==> src/rtl/shifter_pkg.sv <==
// Shared types for the operand-2 shifter: shift-type encoding and the decoded
// control word passed between the decode and execute stages.
package shifter_pkg;

  localparam int unsigned DATA_W_DEF = 32;
  localparam int unsigned AMT_W      = 7;

  typedef enum logic [1:0] {
    SH_LSL = 2'b00,
    SH_LSR = 2'b01,
    SH_ASR = 2'b10,
    SH_ROR = 2'b11
  } shift_t;

  // pass: result is the operand untouched; over: LSL/LSR amount beyond DATA_W
  typedef struct packed {
    shift_t             sh_type;
    logic               pass;
    logic               rrx;
    logic               over;
    logic [AMT_W-1:0]   amt;
    logic               cin;
  } shift_ctrl_t;

endpackage

==> src/rtl/rot_right.sv <==
// Combinational rotate-right of a DATA_W word by amt_i positions.
module rot_right #(
  parameter int unsigned DATA_W = 32,
  parameter int unsigned AMT_W  = $clog2(DATA_W)
) (
  input  logic [DATA_W-1:0] data_i,
  input  logic [AMT_W-1:0]  amt_i,
  output logic [DATA_W-1:0] data_o
);

  localparam int unsigned SW = AMT_W + 1;

  logic [SW-1:0] lamt;

  // amt_i == 0 makes lamt == DATA_W, so the left term vanishes
  assign lamt   = SW'(DATA_W) - {1'b0, amt_i};
  assign data_o = (data_i >> amt_i) | (data_i << lamt);

endmodule

==> src/rtl/shifter_operand_unit.sv <==
// Operand-2 shifter: decode stage, then shift/rotate and output register.
// Carry handling is built only when SHIFTER_CARRY_EN is defined.
module shifter_operand_unit
  import shifter_pkg::*;
#(
  parameter int unsigned DATA_W     = DATA_W_DEF,
  parameter int unsigned PIPE_DEPTH = 2
) (
  input  logic              clk,
  input  logic              rst,
  input  logic              in_valid,
  output logic              in_ready,
  input  logic              imm_en,
  input  logic [11:0]       shift_operand,
  input  logic [DATA_W-1:0] val_rm,
  input  logic [7:0]        val_rs,
  input  logic              carry_in,
  output logic              out_valid,
  input  logic              out_ready,
  output logic [DATA_W-1:0] val2,
  output logic              carry_out
);

  localparam int unsigned LW = $clog2(DATA_W);
  localparam int unsigned XW = DATA_W + 1;

  logic              cin_eff;
  logic [7:0]        n_amt;
  shift_ctrl_t       dec_ctrl;
  logic [DATA_W-1:0] dec_rm;
  shift_ctrl_t       ex_ctrl;
  logic [DATA_W-1:0] ex_rm;
  logic              ex_vld;
  logic              out_adv;
  logic              out_load;
  logic [XW-1:0]     lsl_ext;
  logic [XW-1:0]     lsr_ext;
  logic [XW-1:0]     asr_ext;
  logic [DATA_W-1:0] ror_val;
  logic [DATA_W-1:0] res_val;
  logic              res_c;
  logic              out_vld_q, out_vld_d;
  logic [DATA_W-1:0] val2_q, val2_d;

`ifdef SHIFTER_CARRY_EN
  assign cin_eff = carry_in;
`else
  logic unused_carry;
  assign cin_eff      = 1'b0;
  assign unused_carry = carry_in ^ res_c;
`endif

  // Decode: fold the zero-amount special cases and clamp large amounts
  always_comb begin
    dec_rm           = val_rm;
    dec_ctrl         = '0;
    dec_ctrl.sh_type = shift_t'(shift_operand[6:5]);
    dec_ctrl.cin     = cin_eff;
    n_amt            = shift_operand[4] ? val_rs : 8'(shift_operand[11:7]);
    if (imm_en) begin
      dec_rm           = DATA_W'(shift_operand[7:0]);
      dec_ctrl.sh_type = SH_ROR;
      dec_ctrl.pass    = (shift_operand[11:8] == 4'd0);
      dec_ctrl.amt     = AMT_W'({shift_operand[11:8], 1'b0});
    end else if (n_amt == 8'd0) begin
      if (shift_operand[4] || dec_ctrl.sh_type == SH_LSL) begin
        dec_ctrl.pass = 1'b1;
      end else if (dec_ctrl.sh_type == SH_ROR) begin
        dec_ctrl.rrx = 1'b1;
      end else begin
        dec_ctrl.amt = AMT_W'(DATA_W);
      end
    end else if (dec_ctrl.sh_type == SH_ROR) begin
      dec_ctrl.amt = AMT_W'(n_amt);
    end else if (n_amt >= 8'(DATA_W)) begin
      dec_ctrl.amt  = AMT_W'(DATA_W);
      dec_ctrl.over = (n_amt > 8'(DATA_W));
    end else begin
      dec_ctrl.amt = AMT_W'(n_amt);
    end
  end

  assign out_adv  = !out_vld_q | out_ready;
  assign out_load = out_adv & ex_vld;

  generate
    if (PIPE_DEPTH == 2) begin : g_two
      shift_ctrl_t       s1_ctrl_q, s1_ctrl_d;
      logic [DATA_W-1:0] s1_rm_q, s1_rm_d;
      logic              s1_vld_q, s1_vld_d;
      logic              s1_adv;

      assign s1_adv   = !s1_vld_q | out_adv;
      assign in_ready = s1_adv;
      assign ex_ctrl  = s1_ctrl_q;
      assign ex_rm    = s1_rm_q;
      assign ex_vld   = s1_vld_q;

      always_comb begin
        s1_vld_d  = s1_vld_q;
        s1_ctrl_d = s1_ctrl_q;
        s1_rm_d   = s1_rm_q;
        if (s1_adv) begin
          s1_vld_d = in_valid;
        end
        if (s1_adv && in_valid) begin
          s1_ctrl_d = dec_ctrl;
          s1_rm_d   = dec_rm;
        end
      end

      always_ff @(posedge clk or posedge rst) begin
        if (rst) begin
          s1_vld_q  <= 1'b0;
          s1_ctrl_q <= '0;
          s1_rm_q   <= '0;
        end else begin
          s1_vld_q  <= s1_vld_d;
          s1_ctrl_q <= s1_ctrl_d;
          s1_rm_q   <= s1_rm_d;
        end
      end
    end else begin : g_one
      assign in_ready = out_adv;
      assign ex_ctrl  = dec_ctrl;
      assign ex_rm    = dec_rm;
      assign ex_vld   = in_valid;
    end
  endgenerate

  // Extended shifts carry the last bit shifted out alongside the result
  assign lsl_ext = {1'b0, ex_rm} << ex_ctrl.amt;
  assign lsr_ext = {ex_rm, 1'b0} >> ex_ctrl.amt;
  assign asr_ext = $signed({ex_rm, 1'b0}) >>> ex_ctrl.amt;

  rot_right #(
    .DATA_W (DATA_W),
    .AMT_W  (LW)
  ) u_rot (
    .data_i (ex_rm),
    .amt_i  (ex_ctrl.amt[LW-1:0]),
    .data_o (ror_val)
  );

  always_comb begin
    res_val = ex_rm;
    res_c   = ex_ctrl.cin;
    if (ex_ctrl.pass) begin
      res_val = ex_rm;
    end else if (ex_ctrl.rrx) begin
      res_val = {ex_ctrl.cin, ex_rm[DATA_W-1:1]};
      res_c   = ex_rm[0];
    end else begin
      case (ex_ctrl.sh_type)
        SH_LSL: begin
          if (ex_ctrl.over) begin
            res_val = '0;
            res_c   = 1'b0;
          end else begin
            {res_c, res_val} = lsl_ext;
          end
        end
        SH_LSR: begin
          if (ex_ctrl.over) begin
            res_val = '0;
            res_c   = 1'b0;
          end else begin
            {res_val, res_c} = lsr_ext;
          end
        end
        SH_ASR: {res_val, res_c} = asr_ext;
        SH_ROR: begin
          res_val = ror_val;
          res_c   = ror_val[DATA_W-1];
        end
        default: res_val = ex_rm;
      endcase
    end
  end

  always_comb begin
    out_vld_d = out_vld_q;
    val2_d    = val2_q;
    if (out_adv) begin
      out_vld_d = ex_vld;
    end
    if (out_load) begin
      val2_d = res_val;
    end
  end

  always_ff @(posedge clk or posedge rst) begin
    if (rst) begin
      out_vld_q <= 1'b0;
      val2_q    <= '0;
    end else begin
      out_vld_q <= out_vld_d;
      val2_q    <= val2_d;
    end
  end

`ifdef SHIFTER_CARRY_EN
  logic carry_q, carry_d;

  always_comb begin
    carry_d = carry_q;
    if (out_load) begin
      carry_d = res_c;
    end
  end

  always_ff @(posedge clk or posedge rst) begin
    if (rst) begin
      carry_q <= 1'b0;
    end else begin
      carry_q <= carry_d;
    end
  end

  assign carry_out = carry_q;
`else
  assign carry_out = 1'b0;
`endif

  assign out_valid = out_vld_q;
  assign val2      = val2_q;

endmodule

==> config.mk <==
export PLATFORM = sky130hd
export DESIGN_NAME = shifter_operand_unit
export DESIGN_NICKNAME = d
export VERILOG_FILES = /design/src/rtl/shifter_pkg.sv /design/src/rtl/rot_right.sv /design/src/rtl/shifter_operand_unit.sv
export SDC_FILE = /design/constraint.sdc
export NUM_CORES = 1
export LEC_CHECK = 0
export CAP_MARGIN = 20
export CORE_ASPECT_RATIO = 1.5
export CORE_MARGIN = 5
export CORE_UTILIZATION = 33
export DETAILED_ROUTE_END_ITERATION = 8
export PLACE_DENSITY_LB_ADDON = 0.12
export SLEW_MARGIN = 0
export SYNTH_ARGS = -nofsm -noshare
export SYNTH_HDL_FRONTEND = slang
export SYNTH_SLANG_ARGS = --single-unit
==> constraint.sdc <==
create_clock -name clk -period 3.5 [get_ports clk]
set_input_delay 0.525 -clock clk [delete_from_list [all_inputs] [get_ports clk]]
set_output_delay 0.525 -clock clk [all_outputs]
set_load 0.02 [all_outputs]
* Yosys cells after proc, flatten, opt, wreduce, memory -nomap -nowiden
Index checks and enable logic that the tools add are counted.
** Cells by class
- Add/subtract/negate cells :: 1
- Order comparisons :: 2
- Equality and inequality tests :: 4
- Shifts and indexed selects :: 5
- Mux-type cells :: 23
- Bitwise operators :: 4
- Reductions and logical operators :: 8
** Operator list (number)
- $mux 32 :: 5
- $pmux 32 s4 :: 1
- $shr 33x7->33 :: 1
- $sshr 33x7->33 :: 1
- $or 32x32->32 :: 1
- $shl 32x6->32 :: 1
- $shl 32x7->32 :: 1
- $shr 32x5->32 :: 1
- $mux 7 :: 4
- $mux 6 :: 2
- $ge 8x6->1 const B :: 1
- $gt 8x6->1 const B :: 1
- $logic_not 8->1 :: 1
- $mux 8 :: 1
- $mux 1 :: 7
- $eq 2x2->1 const B :: 3
- $mux 2 :: 3
- $sub 6x5->6 const A :: 1
- $logic_not 2->1 :: 2
- $logic_not 4->1 :: 1
- $eq 2x1->1 const B :: 1
- $logic_not 1->1 :: 2
- $or 1x1->1 :: 2
- $and 1x1->1 :: 1
- other kinds (2) :: 2
** Storage, ports and cells
- Bits in registers :: 78
- Bits of input ports :: 58
- Word-level logic and storage cells :: 56

* Logic depth before layout (Yosys ltp)
- Depth in word-level cells :: 6
- Depth in mapped cells :: 15

* Hierarchy
From an unflattened synthesis, not the netlist that was laid out.
** Second synthesis, totals
- Cell total of the unflattened synthesis :: 1540
- Area total of the unflattened synthesis :: 13105.1 sq um
** Modules (own cells, without submodules)
- shifter_operand_unit :: instances 1, cells each 1103, area an instance 9516.6 sq um
- rot_right :: instances 1, cells each 437, area an instance 3588.4 sq um

* Least setup slack after synthesis
Ideal clock, no wire load.
- Kind :: register to register
- From :: reg g_two.s1_ctrl_q (netlist bit ex_ctrl[1])
- To :: reg val2_q[30] (netlist: val2[30])
- Setup time :: 0.129 ns
- Data arrival time :: 3.423 ns
- Slack :: -0.052 ns
- Cell stages (with the launch flop) :: 14
- Period minus slack after synthesis :: 3.552 ns
- Path through :: dfrtp_1 > buf_6 > clkinv_1 > buf_1 > clkbuf_1 > ha_1 > buf_4 > buf_4 > buf_4 > mux4_2 > mux4_2 > nand2_1 > a41oi_1 > a2111o_1
** On the way
- Longest elaborated chain between the ends :: 6
- Elaborated cells on any way between the ends :: 12
- Those cells by class :: add/sub: 1; shift: 5; mux: 5; bitwise: 1
** Ends and longest elaborated chain
- start: declaration :: RTL line shifter_operand_unit.sv:88 : shift_ctrl_t s1_ctrl_q, s1_ctrl_d;
- start signal: assignment :: RTL line shifter_operand_unit.sv:119 : s1_ctrl_q <= s1_ctrl_d;
- $sub 6x5->6 :: RTL line rot_right.sv:16 : assign lamt = SW'(DATA_W) - {1'b0, amt_i};
- $shl 32x6->32 :: RTL line rot_right.sv:17 : assign data_o = (data_i >> amt_i) | (data_i << lamt);
- $or 32x32->32 :: RTL line rot_right.sv:17
- $pmux 32 s4 (*) :: RTL line shifter_operand_unit.sv:154 : case (ex_ctrl.sh_type)
- $mux 32 (*) :: RTL line shifter_operand_unit.sv:150 : end else if (ex_ctrl.rrx) begin
- $mux 32 (*) :: RTL line shifter_operand_unit.sv:148 : if (ex_ctrl.pass) begin
- end signal: assignment :: RTL line shifter_operand_unit.sv:198 : val2_q <= val2_d;
- end: declaration :: RTL line shifter_operand_unit.sv:43 : logic [DATA_W-1:0] val2_q, val2_d;
Mark *: on every way between the ends. The rest lies on a longest branch, timed or not.
A chain may end at the register's enable or synchronous reset.

* Final worst setup path
- From :: reg g_two.s1_ctrl_q (netlist bit ex_ctrl[2])
- To :: reg val2_q[13] (netlist: val2[13])
The elaborated chain is that of the path after synthesis.

==> out/metrics.cfg <==
[grt]
overflow = 0
grt_start_max_net_pins = 57
grt_first_pass_wirelength_um = 94700
track_usage = 0.345
grt_antenna_before_repair = 2
grt_pass1_vias = 12600

[layout]
fill_cells = 3473
mostFrequentLayoutCells = nand2_1, buf_4, o21ai_0
design_area_um2 = 13400
fin_nets = 1521
final_common_cell = nand2_1
area_growth_pct = 19.5
final_cell_count_no_fill = 1887
antenna_cells = 0
regArea_um2 = 1960
utilization = 0.401
multi_input_area_um2 = 8480
drive_gt1_frac = 0.228

[timing]
finalCritPeriodShare = 0.968
tightest_slew_ns = 1.17
setup_viol = 0
min_period_ns = 3.39
fin_tns_setup_ns = 0
rsz0062_at_grt = false
clock.fmax_mhz = 295
slew_headroom = 0.210
finalHoldViolations = 0
clock_skew_ns = 0.0120
maxSlewViolCount = 0

[worst_setup_path]
cpPeakStageDelay_ns = 0.64
crit_path_end_kind = flop
cp_max_fo = 8
path_cells = inv_2 > ha_2 > nor3b_1 > mux2i_1 > nand2_1 > nor3_2 > buf_4 > a221o_1 > a311o_1
r2r_cells = 9
cp.depth = 9
worst-path-buf-inv = 2
crit_slowest_cell = nor3_2
critPathLaunchType = flop
crit_arrival_ns = 3.72
crit_type = flop to flop
cp_top_family = simple AND/OR/NAND/NOR gates
crit_required_ns = 3.83

[floorplanning]
fp-row-count = 82
coreArea_um2 = 33500
die_y_um = 236
initial_utilization = 0.335
fp.dieW_um = 161
die_area_um2 = 38000
io_pins = 93

[synthesis]
synth_enable_flop_cells = 0
netlist.top_cell.by_area = dfrtp_1
syn_inst = 1369
synth_area_per_cell_um2 = 8.22
syn_area_um2 = 11300
synthTopCellsByArea = dfrtp_1, mux4_2, mux2i_1
yosys_warnings = 0
ys_seq_area_frac = 0.173
yosys_most_used_dff = dfrtp_1
yosysUniqueCellTypes = 89
syn-num-nets = 1428
synth_top_area_share = 0.173
async_flop_share = 1.00
yosys_register_bits = 78

[power]
ir_worst_vdd_mv = 0.256
p_leak_nw = 5.30
power_density_nw_per_um2 = 513
finalPower_mw = 6.90

[detailed_routing]
viasPerCell = 6.84
totalWireLength_um = 67200
drc = 0
avgRoutedWirePerCell_um = 35.6
drtIter0Drc = 1682
dr.pass1.iters = 6
ant_nets = 0
vias = 12900

[place]
hpwl_um = 52300
place_area_um2 = 13100
place_congestion = 1.07
portBuffers = 90
placed_cells = 1871

[clock_network]
clkTransAtPathRegs_ns = 0.07
cts_tree = done
clk_latency_ns = 0.39
clockBufferDepth = 2
ctsHoldBuffers = 0
clockRootBuffer = clkbuf_16
cts_inserted_buffers = 9
clock-sinks = 78
cts_max_level = 3

[hold_path]
min_path_type = flop to flop
worstHoldPathCells = 2

[run]
cap_violations = 0

[outcome]
status = finished clean

## logic make-up after synthesis
family,count (synthesis),share of synthesized area
other,1,0.000333
adder cells (fa/ha/maj),1,0.00111
multiplexers,237,0.315
flip-flops,78,0.173
buffers and inverters,181,0.0757
AO/OA/AOI/OAI,403,0.242
XOR/XNOR,4,0.00378
AND/OR/NAND/NOR,464,0.189
## repair_timing
action                     CTS  global route
setup buffers                0             0
resized for setup            0             1
hold endpoints to repair     0             0
setup endpoints to repair    0             1
## synth_stat cells (8+ instances only)
cell,count
and3_1,18
mux4_2,83
inv_1,19
nand2_1,199
nor3_1,33
or2_2,9
nor2b_1,12
buf_4,16
and2_1,9
a21o_1,8
clkbuf_1,96
mux2i_1,95
mux2_2,54
buf_6,8
nand2b_1,20
a211oi_1,11
buf_2,29
nand3_1,27
nor2_1,100
a21oi_1,74
a22oi_1,14
a221oi_1,15
a31oi_1,23
o211ai_1,22
o21ai_0,103
o22ai_1,18
dfrtp_1,78
## area by class of cell
type | count | area share
Multi-Input combinational cell | 1110 | 0.631
Timing Repair Buffer | 239 | 0.155
Tap cell | 420 | 0.0391
Clock inverter | 6 | 0.00456
Clock buffer | 10 | 0.0178
Sequential cell | 78 | 0.146
Inverter | 24 | 0.00679
## stage by stage
stage               hold WS (ns)  setup WS, ns
global placement           0.483         0.207
CTS                        0.511         0.159
detailed placement         0.495         0.189
global route               0.549        0.0948
finish                     0.517         0.111
floorplan                  0.488        0.0614
## state kept, by name, summed over array words and instances (netlist names)
signal	cells
out_valid	1
val2	32
ex_rm	32
ex_ctrl	12
ex_vld	1
## final timing paths
check                            from          to  slack, ns
max                        ex_ctrl[2]    val2[13]       0.11
min                          val2[15]    val2[15]       0.52
max reg2reg                ex_ctrl[2]    val2[13]       0.11
min reg2reg                  val2[15]    val2[15]       0.52
max in group asynchronous         rst  ex_ctrl[1]       2.41
min in group asynchronous         rst  ex_ctrl[4]       0.59
## report_power, final
group / switching (mW) / leakage (nW) / internal, mW / total [mW]
Combinational: 2.65 / 4.16 / 1.79 / 4.44
Clock: 0.467 / 0.148 / 0.569 / 1.04
Sequential: 0.371 / 0.988 / 1.06 / 1.43
Total: 3.48 / 5.30 / 3.42 / 6.90
## metal layers
layer / track usage / up-vias / wire length (um)
li1: - / 5413 / -
met1: 0.414 / 6341 / 24400
met2: 0.556 / 878 / 31100
met3: 0.0538 / 270 / 5490
met4: 0.256 / 0 / 6230
met5: 0 / - / 0
## worst reg2reg max path: stages, from the launching register on
cell	delay, ns
dfrtp_4	0.52
inv_2	0.09
ha_2	0.38
nor3b_1	0.49
mux2i_1	0.42
nand2_1	0.29
nor3_2	0.64
buf_4	0.22
a221o_1	0.11
a311o_1	0.18
No activity file was read; power rests on OpenSTA's default activity.
